File: config.mk
export PLATFORM = sky130hd
export DESIGN_NAME = hack_screen_scanout
export DESIGN_NICKNAME = d
export VERILOG_FILES = /design/src/rtl/hack_screen_pkg.sv /design/src/rtl/hack_word_fifo.sv /design/src/rtl/hack_screen_scanout.sv
export SDC_FILE = /design/constraint.sdc
export NUM_CORES = 1
export LEC_CHECK = 0
export CELL_PAD_IN_SITES_DETAIL_PLACEMENT = 0
export CELL_PAD_IN_SITES_GLOBAL_PLACEMENT = 1
export CORE_UTILIZATION = 42
export CTS_CLUSTER_DIAMETER = 60
export CTS_CLUSTER_SIZE = 10
export DETAILED_ROUTE_END_ITERATION = 12
export GPL_TIMING_DRIVEN = 0
export PLACE_DENSITY_LB_ADDON = 0.1
export SLEW_MARGIN = 20
export SYNTH_ARGS = -nofsm -noshare
export SYNTH_HDL_FRONTEND = slang
export SYNTH_SLANG_ARGS = --single-unit
File: constraint.sdc
create_clock -name clk -period 2.78 [get_ports clk]
set_input_delay 0.417 -clock clk [delete_from_list [all_inputs] [get_ports clk]]
set_output_delay 0.417 -clock clk [all_outputs]
set_load 0.05 [all_outputs]
File: src/rtl/hack_screen_pkg.sv
// Shared constants for the Hack screen memory map: geometry, word width and pixel polarity.
package hack_screen_pkg;

  localparam int SCREEN_W       = 512;
  localparam int SCREEN_H       = 256;
  localparam int WORD_W         = 16;
  localparam int WORDS_PER_LINE = SCREEN_W / WORD_W;

  localparam logic PIX_BLACK = 1'b1;
  localparam logic PIX_WHITE = 1'b0;

  typedef logic [WORD_W-1:0] word_t;

endpackage

File: src/rtl/hack_word_fifo.sv
// Two-entry screen-word FIFO between the RAM fetch side and the pixel shifter.
module hack_word_fifo
  import hack_screen_pkg::*;
(
  input  logic        clk,
  input  logic        reset_n,
  input  logic        flush,
  input  logic        push,
  input  word_t       din,
  input  logic        pop,
  output word_t       dout,
  output logic [1:0]  count
);

  word_t mem [2];
  logic  wr_ptr;
  logic  rd_ptr;

  always_ff @(posedge clk or negedge reset_n) begin
    if (!reset_n) begin
      wr_ptr <= 1'b0;
      rd_ptr <= 1'b0;
      count  <= 2'd0;
    end else if (flush) begin
      wr_ptr <= 1'b0;
      rd_ptr <= 1'b0;
      count  <= 2'd0;
    end else begin
      if (push) wr_ptr <= ~wr_ptr;
      if (pop)  rd_ptr <= ~rd_ptr;
      count <= count + {1'b0, push} - {1'b0, pop};
    end
  end

  // Storage carries no reset; count alone decides what is valid.
  always_ff @(posedge clk) begin
    if (push && !flush) mem[wr_ptr] <= din;
  end

  assign dout = mem[rd_ptr];

endmodule

File: src/rtl/hack_screen_scanout.sv
// Screen RAM reader and 1-bit pixel serialiser for the Hack 512x256 display.
// Optional build macro SCANOUT_UNDERRUN_CNT_EN adds the saturating underrun_cnt output.
module hack_screen_scanout
  import hack_screen_pkg::*;
#(
  parameter int ADDR_W     = 13,
  parameter int LINE_WORDS = WORDS_PER_LINE,
  parameter int LINES      = SCREEN_H
)(
  input  logic              clk,
  input  logic              reset_n,
  input  logic              frame_start,
  input  logic              line_start,
  input  logic              pix_ce,
  input  logic              active,
  output logic              mem_req,
  output logic [ADDR_W-1:0] mem_addr,
  input  logic              mem_ack,
  input  logic [WORD_W-1:0] mem_rdata,
  output logic              pix_out,
  output logic              pix_valid,
  output logic              underrun
`ifdef SCANOUT_UNDERRUN_CNT_EN
  ,
  output logic [7:0]        underrun_cnt
`endif
);

  localparam int LINE_W = $clog2(LINES);
  localparam int WL_W   = $clog2(LINE_WORDS + 1);

  logic [LINE_W-1:0] line_idx;
  logic [LINE_W-1:0] cur_line;
  logic [ADDR_W-1:0] fetch_addr;
  logic [ADDR_W-1:0] fetch_addr_nxt;
  logic [ADDR_W-1:0] line_base;
  logic [WL_W-1:0]   words_left;
  logic [WL_W-1:0]   words_left_nxt;
  logic [WL_W-1:0]   words_rem;
  logic              discard;
  logic              ack;
  logic              push;
  logic              pop;
  logic              issue;
  logic [1:0]        fifo_cnt;
  logic [1:0]        cnt_nxt;
  word_t             fifo_dout;
  word_t             shreg;
  logic [3:0]        bit_cnt;
  logic              starved;
  logic              pe;
  logic              need_load;
  logic              uevt;

  assign ack       = mem_req & mem_ack;
  assign pe        = pix_ce & active;
  assign need_load = (bit_cnt == 4'd0);
  assign cur_line  = frame_start ? '0 : line_idx;
  assign line_base = ADDR_W'(cur_line) * ADDR_W'(LINE_WORDS);
  assign push      = ack & ~discard & ~line_start;
  assign pop       = pe & ~line_start & need_load & (words_rem != '0) & ~starved & (fifo_cnt != 2'd0);
  assign uevt      = pe & ~line_start & need_load & (words_rem != '0) & ~starved & (fifo_cnt == 2'd0);

  // A new request may go out on the same edge that retires the previous one.
  always_comb begin
    fetch_addr_nxt = fetch_addr;
    words_left_nxt = words_left;
    if (line_start) begin
      fetch_addr_nxt = line_base;
      words_left_nxt = WL_W'(LINE_WORDS);
    end else if (push) begin
      fetch_addr_nxt = fetch_addr + ADDR_W'(1);
      words_left_nxt = words_left - WL_W'(1);
    end
    cnt_nxt = line_start ? 2'd0 : fifo_cnt + {1'b0, push} - {1'b0, pop};
    issue   = (!mem_req || ack) && (words_left_nxt != '0) && (cnt_nxt < 2'd2);
  end

  always_ff @(posedge clk or negedge reset_n) begin
    if (!reset_n) begin
      mem_req    <= 1'b0;
      mem_addr   <= '0;
      fetch_addr <= '0;
      words_left <= '0;
      discard    <= 1'b0;
      line_idx   <= '0;
    end else begin
      fetch_addr <= fetch_addr_nxt;
      words_left <= words_left_nxt;
      if (issue) begin
        mem_req  <= 1'b1;
        mem_addr <= fetch_addr_nxt;
      end else if (ack) begin
        mem_req  <= 1'b0;
      end
      // A request still in flight across a line boundary belongs to the old line.
      if (line_start)  discard <= mem_req & ~mem_ack;
      else if (ack)    discard <= 1'b0;
      if (line_start)
        line_idx <= (cur_line == LINE_W'(LINES - 1)) ? '0 : cur_line + LINE_W'(1);
      else if (frame_start)
        line_idx <= '0;
    end
  end

  hack_word_fifo u_fifo (
    .clk     (clk),
    .reset_n (reset_n),
    .flush   (line_start),
    .push    (push),
    .din     (mem_rdata),
    .pop     (pop),
    .dout    (fifo_dout),
    .count   (fifo_cnt)
  );

  // Shifter: first bit of a freshly loaded word goes straight to pix_out.
  always_ff @(posedge clk or negedge reset_n) begin
    if (!reset_n) begin
      bit_cnt   <= 4'd0;
      words_rem <= '0;
      starved   <= 1'b0;
      pix_out   <= PIX_WHITE;
      pix_valid <= 1'b0;
      underrun  <= 1'b0;
    end else begin
      pix_valid <= pe;
      if (line_start) begin
        bit_cnt   <= 4'd0;
        words_rem <= WL_W'(LINE_WORDS);
        starved   <= 1'b0;
        pix_out   <= PIX_WHITE;
      end else if (pe) begin
        if (!need_load) begin
          pix_out <= shreg[0];
          bit_cnt <= bit_cnt - 4'd1;
        end else if (pop) begin
          pix_out   <= fifo_dout[0];
          bit_cnt   <= 4'd15;
          words_rem <= words_rem - WL_W'(1);
        end else begin
          pix_out <= PIX_WHITE;
          if (uevt) starved <= 1'b1;
        end
      end
      if (frame_start) underrun <= 1'b0;
      else if (uevt)   underrun <= 1'b1;
    end
  end

  always_ff @(posedge clk) begin
    if (pe && !line_start) begin
      if (!need_load) shreg <= shreg >> 1;
      else if (pop)   shreg <= fifo_dout >> 1;
    end
  end

`ifdef SCANOUT_UNDERRUN_CNT_EN
  always_ff @(posedge clk or negedge reset_n) begin
    if (!reset_n)                          underrun_cnt <= 8'd0;
    else if (frame_start)                  underrun_cnt <= 8'd0;
    else if (uevt && underrun_cnt != 8'hFF) underrun_cnt <= underrun_cnt + 8'd1;
  end
`endif

endmodule
==> flow_summary.json, run 1 <==
{
  "run_status": "finished with violations",
  "failed_checks": "negative setup slack",
  "cap_violations": 0,
  "nFillCells": 1011,
  "routedWlPerCell_um": 16.48,
  "timing.slew.headroom_pct": 45.82,
  "drc_errors": 0,
  "die_w_um": 108.9,
  "synthCells": 396,
  "ir_worst_vdd_uv": 391.8,
  "required_ns": 3.02,
  "synth_top_cell_area_share_pct": 31.30,
  "synth_area_um2": 4797,
  "final_layout_size_suffix_gt1_share_pct": 15.99,
  "seqCellArea_um2": 2913,
  "yosys.area.top_type": "dfrtp_1",
  "synth_fp_nets": 427,
  "setup_viol": 13,
  "crit_type": "reg -> reg",
  "ys_seq_elements": 107,
  "stdcell_count": 609,
  "gp_congestion": 0.7580,
  "design_area_um2": 5949,
  "multi_input_area_um2": 1829,
  "cts-root-buf": "clkbuf_16",
  "switching_power_w": 0.001098,
  "placed_area_um2": 5431,
  "io_buffer_count": 39,
  "antenna_found_initial": 0,
  "synth_top_cells_by_area": "dfrtp_1, edfxtp_1, nor2_1, mux2i_1, mux2_4",
  "crit_family": "adder cells",
  "initial_core_util_pct": 43.68,
  "holdWs_ns": 0.01322,
  "yosys-top-cells-count": "dfrtp_1, edfxtp_1, nor2_1, a21oi_1, nand2_1",
  "crit_chain": "inv_2 > ha_4 > nand2b_4 > o221ai_4 > nor3_4 > ha_1 > inv_1 > ha_2 > xor2_1 > xnor2_1 > or2_4 > o311ai_4 > clkbuf_16 > mux2_4",
  "track_usage_pct": 18.75,
  "die_y_um": 108.9,
  "dp_cells": 578,
  "clockPowerShare_pct": 34.7,
  "synthArstFlopShare_pct": 56.07,
  "p_sw_share_pct": 29.04,
  "diodes": 0,
  "fin_setup_tns_ns": -0.8897,
  "crit_arrival_ns": 3.12,
  "io_pins": 40,
  "critPathSlowestCell": "dfrtp_1",
  "hold_viol_final": 0,
  "hold_class": "in -> async",
  "drv_slew": 0,
  "first_iter_violations": 74,
  "fin_nets": 495,
  "clk_pin_slew_ns": 0.08,
  "tightest_slew_ns": 0.8127,
  "grt_pass1_wl_um": 16790,
  "start_kind": "flop",
  "powerDensity_nw_per_um2": 635.3,
  "seqPwrFrac_pct": 48.1,
  "crit_path_max_fanout": 5,
  "path_buf_inv": 3,
  "clockBufferDepth": 2,
  "finClkSkew_ns": 0.008804,
  "combPwrFrac_pct": 17.1,
  "p_leak_nw": 2.339,
  "rsz0062_at_grt": "yes",
  "ys_types": 54,
  "coreArea_um2": 10980,
  "viasPerCell": 5.304,
  "clk_latency_ns": 0.35,
  "cts_buffers": 9,
  "grt_max_degree": 33,
  "dpl.hpwl_um": 6775,
  "period_share_pct": 103.8,
  "cts_sinks": 107,
  "htreeDepth": 3,
  "yosysSeqAreaShare_pct": 60.72,
  "ant_nets": 0,
  "std_cell_rows": 38,
  "synth_edf_count": 47,
  "max_freq_ghz": 0.3464,
  "p_int_w": 0.002682,
  "yosys.cell_count.top_type": "dfrtp_1",
  "grt_pass1_vias": 3344,
  "syn_avg_cell_area_um2": 12.11,
  "gr-total-overflow": 0,
  "drt_pass1_iterations": 4,
  "area_delta_synth_final_pct": 24.02,
  "cts_tree": "done",
  "fin_crit_ns": 2.886,
  "end_kind": "flop",
  "synthFlopType": "dfrtp_1",
  "vias": 3230,
  "die_area_um2": 11850,
  "yosysWarnings": 0,
  "preCtsSetupSlack_ns": -1.080,
  "critPathMaxStageDelay_ns": 0.40,
  "wl_um": 10040,
  "worst_slack_ns": -0.1065
}
[cell usage in the layout, fill, tap and decap left out, drive strengths merged, types with 3 or more instances in the layout]
cell type	count
a211oi	5
a21oi	26
and3	3
buf	23
clkbuf	20
clkdlybuf4s50	37
dfrtp	60
edfxtp	47
ha	8
inv	22
mux2	16
mux2i	17
nand2	23
nand2b	5
nand3	9
nand3b	4
nand4	7
nor2	46
nor2b	4
nor3	13
nor4	8
o21ai	9
or3	4
xnor2	13
xor2	12
[area by class of cell]
cell class              count  share of cell area, %
clock inverters             7                  1.367
clock buffers               9                  3.785
plain buffers              15                  1.640
multi-input cells         257                  30.75
well taps                 140                  2.944
repair buffers             57                  9.485
inverters                  17                  1.073
flip-flops and latches    107                  48.96
[flip-flops by register name, summed over array words and instances, names as in the netlist]
| register | count |
|---|---|
| bit_cnt | 4 |
| discard | 1 |
| fetch_addr | 13 |
| line_idx | 8 |
| mem_addr | 13 |
| mem_req | 1 |
| pix_out | 1 |
| pix_valid | 1 |
| shreg | 15 |
| starved | 1 |
| u_fifo.count | 2 |
| u_fifo.mem | 32 |
| u_fifo.rd_ptr | 1 |
| u_fifo.wr_ptr | 1 |
| underrun | 1 |
| words_left | 6 |
| words_rem | 6 |
[path summary, 6_finish.rpt]
path | start | to | slack (ns) | cells after the start
max in group asynchronous | reset_n | line_idx[5]$_DFF_PN0_ | 2.25 | 2
max | words_rem[1]$_DFFE_PN0P_ | mem_addr[10]$_DFFE_PN0P_ | -0.11 | 14
min reg2reg | underrun$_DFFE_PN0P_ | underrun$_DFFE_PN0P_ | 0.50 | 2
min | reset_n | fetch_addr[2]$_DFF_PN0_ | 0.01 | 1
max reg2reg | words_rem[1]$_DFFE_PN0P_ | mem_addr[10]$_DFFE_PN0P_ | -0.11 | 14
min in group clk | underrun$_DFFE_PN0P_ | underrun$_DFFE_PN0P_ | 0.50 | 2
[logic make-up (layout without fill, tap and decap cells)]
logic type               after synthesis  in the layout  share of synthesized area [%]
AND/OR/NAND/NOR                      134            134                          13.90
flip-flops                           107            107                          60.72
AO/OA/AOI/OAI                         57             57                          7.877
multiplexers                          33             33                          8.085
buffers and inverters                 32            105                          2.765
XOR/XNOR                              25             25                          4.564
adder cells (fa/ha/maj)                8              8                          2.087
[power by group through the flow]
stage	registers, W	logic, W	clock network (W)
after floorplan	0.00190	0.000340	0
after global placement	0.00185	0.000583	0
after detailed placement	0.00185	0.000597	0
after CTS	0.00182	0.000647	0.00135
after global routing	0.00183	0.000710	0.00141
final	0.00182	0.000647	0.00131
[per-stage QoR]
stage | power [W] | utilization [%]
after floorplan | 0.002245 | -
after global placement | 0.002434 | 49.11
after detailed placement | 0.002448 | 49.45
after CTS | 0.003814 | 53.57
after global routing | 0.003956 | 54.17
final | 0.003780 | 54.17
[worst register-to-register path, cell delays in order, from the launching register on]
cell	delay, ns
dfrtp_1	0.40
inv_2	0.06
ha_4	0.17
nand2b_4	0.08
o221ai_4	0.12
nor3_4	0.24
ha_1	0.26
inv_1	0.06
ha_2	0.16
xor2_1	0.18
xnor2_1	0.12
or2_4	0.26
o311ai_4	0.13
clkbuf_16	0.25
mux2_4	0.29
[timing repair]
item                       CTS  global route
cloned                       1             0
setup endpoints to repair   20            13
resized for setup           13             8
setup buffers                8             6
hold buffers                 0             0
pin swaps                    3             4
[metal layers]
metal	share of wire (%)	up-vias	wire length, um	track usage [%]
met2	51	52	5085	32.75
met3	3.1	8	307	4.005
met5	0	-	0	0
li1	-	1563	-	-
met4	1.0	0	102	4.730
met1	45	1607	4540	23.53
(Power assumes the default switching activity.)
==> inputs of run 2 (changes only) <==
CORE_UTILIZATION = 43   (was 42)
REMOVE_ABC_BUFFERS = 1   (was unset)
SYNTH_HIERARCHICAL = 1   (was unset)
==> run 2 against run 1 <==
Net effect:
- the flow still finishes with violations (negative setup slack)
- final cell count decreased by 5.9%
- clock power fell by 7%
- sequential share of layout area rose by 0.31 points
- routed wire length down 9.3%
- sequential cell count stayed put
- area after synthesis is 1.6% higher
- critical path type unchanged
- critical endpoint is now mem_addr[8]$_DFFE_PN0P_
- largest cell class unchanged
==> flow_summary.json, run 2 <==
{
  "synth_area_um2": 4873,
  "grt_pass1_vias": 3067,
  "worst_slack_ns": -0.4110,
  "rrSetupSlack_ns": -0.41,
  "powerDensity_nw_per_um2": 655.3,
  "setup_viol": 14,
  "ys_types": 54,
  "viasPerCell": 5.166,
  "antenna_found_initial": 0,
  "gr-total-overflow": 0,
  "final_layout_size_suffix_gt1_share_pct": 21.94,
  "required_ns": 3.01,
  "run_status": "finished with violations",
  "final_cell_mix": "dfrtp_1, edfxtp_1, clkdlybuf4s50_1, nor2_1",
  "routedWlPerCell_um": 15.88,
  "yosysSeqAreaShare_pct": 59.77,
  "yosys.cell_count.top_type": "dfrtp_1",
  "htreeDepth": 3,
  "die_area_um2": 11760,
  "cts-root-buf": "clkbuf_16",
  "synthFlopType": "dfrtp_1",
  "io_pins": 40,
  "crit_type": "reg -> reg",
  "crit_arrival_ns": 3.42,
  "synth_top_cell_area_share_pct": 30.81,
  "placed_area_um2": 5410,
  "largest_reg_flops": 32,
  "drv_slew": 0,
  "grt_pass1_wl_um": 15220,
  "track_usage_pct": 17.12,
  "dpl.hpwl_um": 5804,
  "area_delta_synth_final_pct": 21.31,
  "cap_violations": 0,
  "ir_worst_vdd_uv": 277.1,
  "finClkSkew_ns": 0.008857,
  "ant_nets": 0,
  "clk_pin_slew_ns": 0.07,
  "clk_latency_ns": 0.35,
  "tightest_slew_ns": 0.9269,
  "fin_crit_ns": 3.191,
  "cts_buffers": 9,
  "p_leak_nw": 2.378,
  "design_area_um2": 5912,
  "initial_core_util_pct": 44.57,
  "mostFrequentLayoutCell": "dfrtp_1",
  "cts_sinks": 107,
  "drc_errors": 0,
  "synth_top_cells_by_area": "dfrtp_1, edfxtp_1, mux2_2, mux2_4, nor2_1",
  "rsz0062_at_grt": "yes",
  "drt_pass1_iterations": 4,
  "end_kind": "flop",
  "crit_path_max_fanout": 7,
  "synthCells": 373,
  "fin_nets": 460,
  "first_iter_violations": 65,
  "crit_path_start": "bit_cnt[1]$_DFFE_PN0P_",
  "std_cell_rows": 38,
  "io_buffer_count": 39,
  "top_regs": "u_fifo/mem x32, shreg x15",
  "die_w_um": 108.5,
  "period_share_pct": 114.8,
  "failed_checks": "negative setup slack",
  "start_kind": "flop",
  "p_total_w": 0.003874,
  "yosys.area.top_type": "dfrtp_1",
  "timing.slew.headroom_pct": 38.21,
  "ys_seq_elements": 107,
  "r2r-start": "bit_cnt[1]$_DFFE_PN0P_",
  "coreArea_um2": 10940,
  "diodes": 0,
  "yosysWarnings": 6,
  "yosys-top-cells-count": "dfrtp_1, edfxtp_1, nor2_1, mux2_2, nand2_1",
  "hold_class": "reg -> reg",
  "gp_congestion": 0.7583,
  "synthArstFlopShare_pct": 56.07,
  "regMostFlops": "u_fifo/mem",
  "max_freq_ghz": 0.3134,
  "cts_tree": "done",
  "hold_viol_final": 0,
  "die_y_um": 108.5,
  "clockBufferDepth": 2,
  "r2r_end": "mem_addr[8]$_DFFE_PN0P_",
  "syn_avg_cell_area_um2": 13.07,
  "vias": 2960,
  "grt_max_degree": 33,
  "wl_um": 9097,
  "r2r_cells": 12,
  "synth_edf_count": 47,
  "endpoint": "mem_addr[8]$_DFFE_PN0P_"
}
[run 2: cell count changes in the layout (fill, tap and decap cells not counted), sizes merged, moves of 4 or more]
cell and delta:
nor4 -6, mux2 +28, clkbuf -11, mux2i -14, a21oi -20, nor2b +4
a31oi +4, nand2b -4, nor3 -6, nor2 -10
[run 2: kinds of logic (layout without fill, tap and decap cells)]
kind of cell	count (synthesis)	count (layout)	synth area share [%]
xor gates and xnor gates	30	30	5.674
buffers and inverters	31	91	3.029
and+or+nand+nor	115	115	12.76
muxes	47	47	11.48
adders and majority gates	9	9	2.311
AOI/OAI and AO/OA	34	34	4.981
DFF	107	107	59.77
[run 2: worst min-delay path by stage]
| stage | start | slack [ns] | endpoint | cells after the start |
|---|---|---|---|---|
| after floorplan | reset_n | 0.12 | bit_cnt[0]$_DFFE_PN0P_ | 0 |
| after global placement | mem_addr[4]$_DFFE_PN0P_ | 0.47 | mem_addr[4]$_DFFE_PN0P_ | 1 |
| after detailed placement | reset_n | 0.38 | words_rem[3]$_DFFE_PN0P_ | 1 |
| after CTS | mem_addr[2]$_DFFE_PN0P_ | 0.52 | mem_addr[2]$_DFFE_PN0P_ | 1 |
| after global routing | mem_addr[5]$_DFFE_PN0P_ | 0.53 | mem_addr[5]$_DFFE_PN0P_ | 1 |
| final | mem_addr[5]$_DFFE_PN0P_ | 0.51 | mem_addr[5]$_DFFE_PN0P_ | 1 |
[run 2: layout make-up]
class,count,area (um^2)
clock buffer,9,225.2
sequential,107,2913
tap,140,175.2
clock inverter,7,63.81
inverter,17,63.81
multi-input combinational,235,1907
fill,960,5024
timing repair buffer,58,564.3
[run 2: per-layer routing]
| layer | share of wire, % | wire length (um) | up-vias | global-route usage [%] |
|---|---|---|---|---|
| li1 | - | - | 1440 | - |
| met3 | 2.8 | 253 | 14 | 2.893 |
| met4 | 1.7 | 157 | 0 | 7.143 |
| met1 | 45 | 4088 | 1464 | 21.04 |
| met5 | 0 | 0 | - | 0 |
| met2 | 51 | 4598 | 42 | 29.70 |
[run 2: report_power, final]
part / internal (W) / total [W] / leakage [nW] / switching, W
clock network: 0.000623 / 0.00122 / 0.139 / 0.000594
logic: 0.000390 / 0.000811 / 1.01 / 0.000421
registers: 0.00177 / 0.00185 / 1.23 / 0.0000742
[run 2: timing repair]
item	4_1_cts	5_1_grt
hold endpoints to repair	11	0
buffers inserted	12	3
gates resized for setup	25	1
hold buffers	1	0
setup endpoints to repair	32	15
gates cloned	1	0
pin swaps	7	6
[run 2: worst max-delay path: stages, from the launching register on]
cell and delay (ns):
dfrtp_1 0.40, inv_2 0.09, ha_4 0.13, or3b_4 0.40, a2111o_4 0.39, nor3_4 0.15
ha_1 0.27, and4bb_2 0.33, xnor2_2 0.12, o22ai_2 0.10, a31oi_4 0.20, buf_6 0.19
mux2_4 0.31
[run 2: stage by stage]
step / setup WS (ns) / std cells / TNS, ns / hold WS, ns / util [%]
after CTS: -0.5163 / 572 / -6.899 / 0.5201 / 54.26
after detailed placement: -1.666 / 542 / -28.27 / 0.3752 / 49.47
after floorplan: -0.9689 / 359 / -17.87 / 0.1214 / -
after global placement: -2.799 / 538 / -181.95 / 0.4725 / 48.97
final: -0.4110 / 573 / -5.436 / 0.5137 / 54.06
after global routing: -0.5148 / 573 / -6.863 / 0.5350 / 54.06
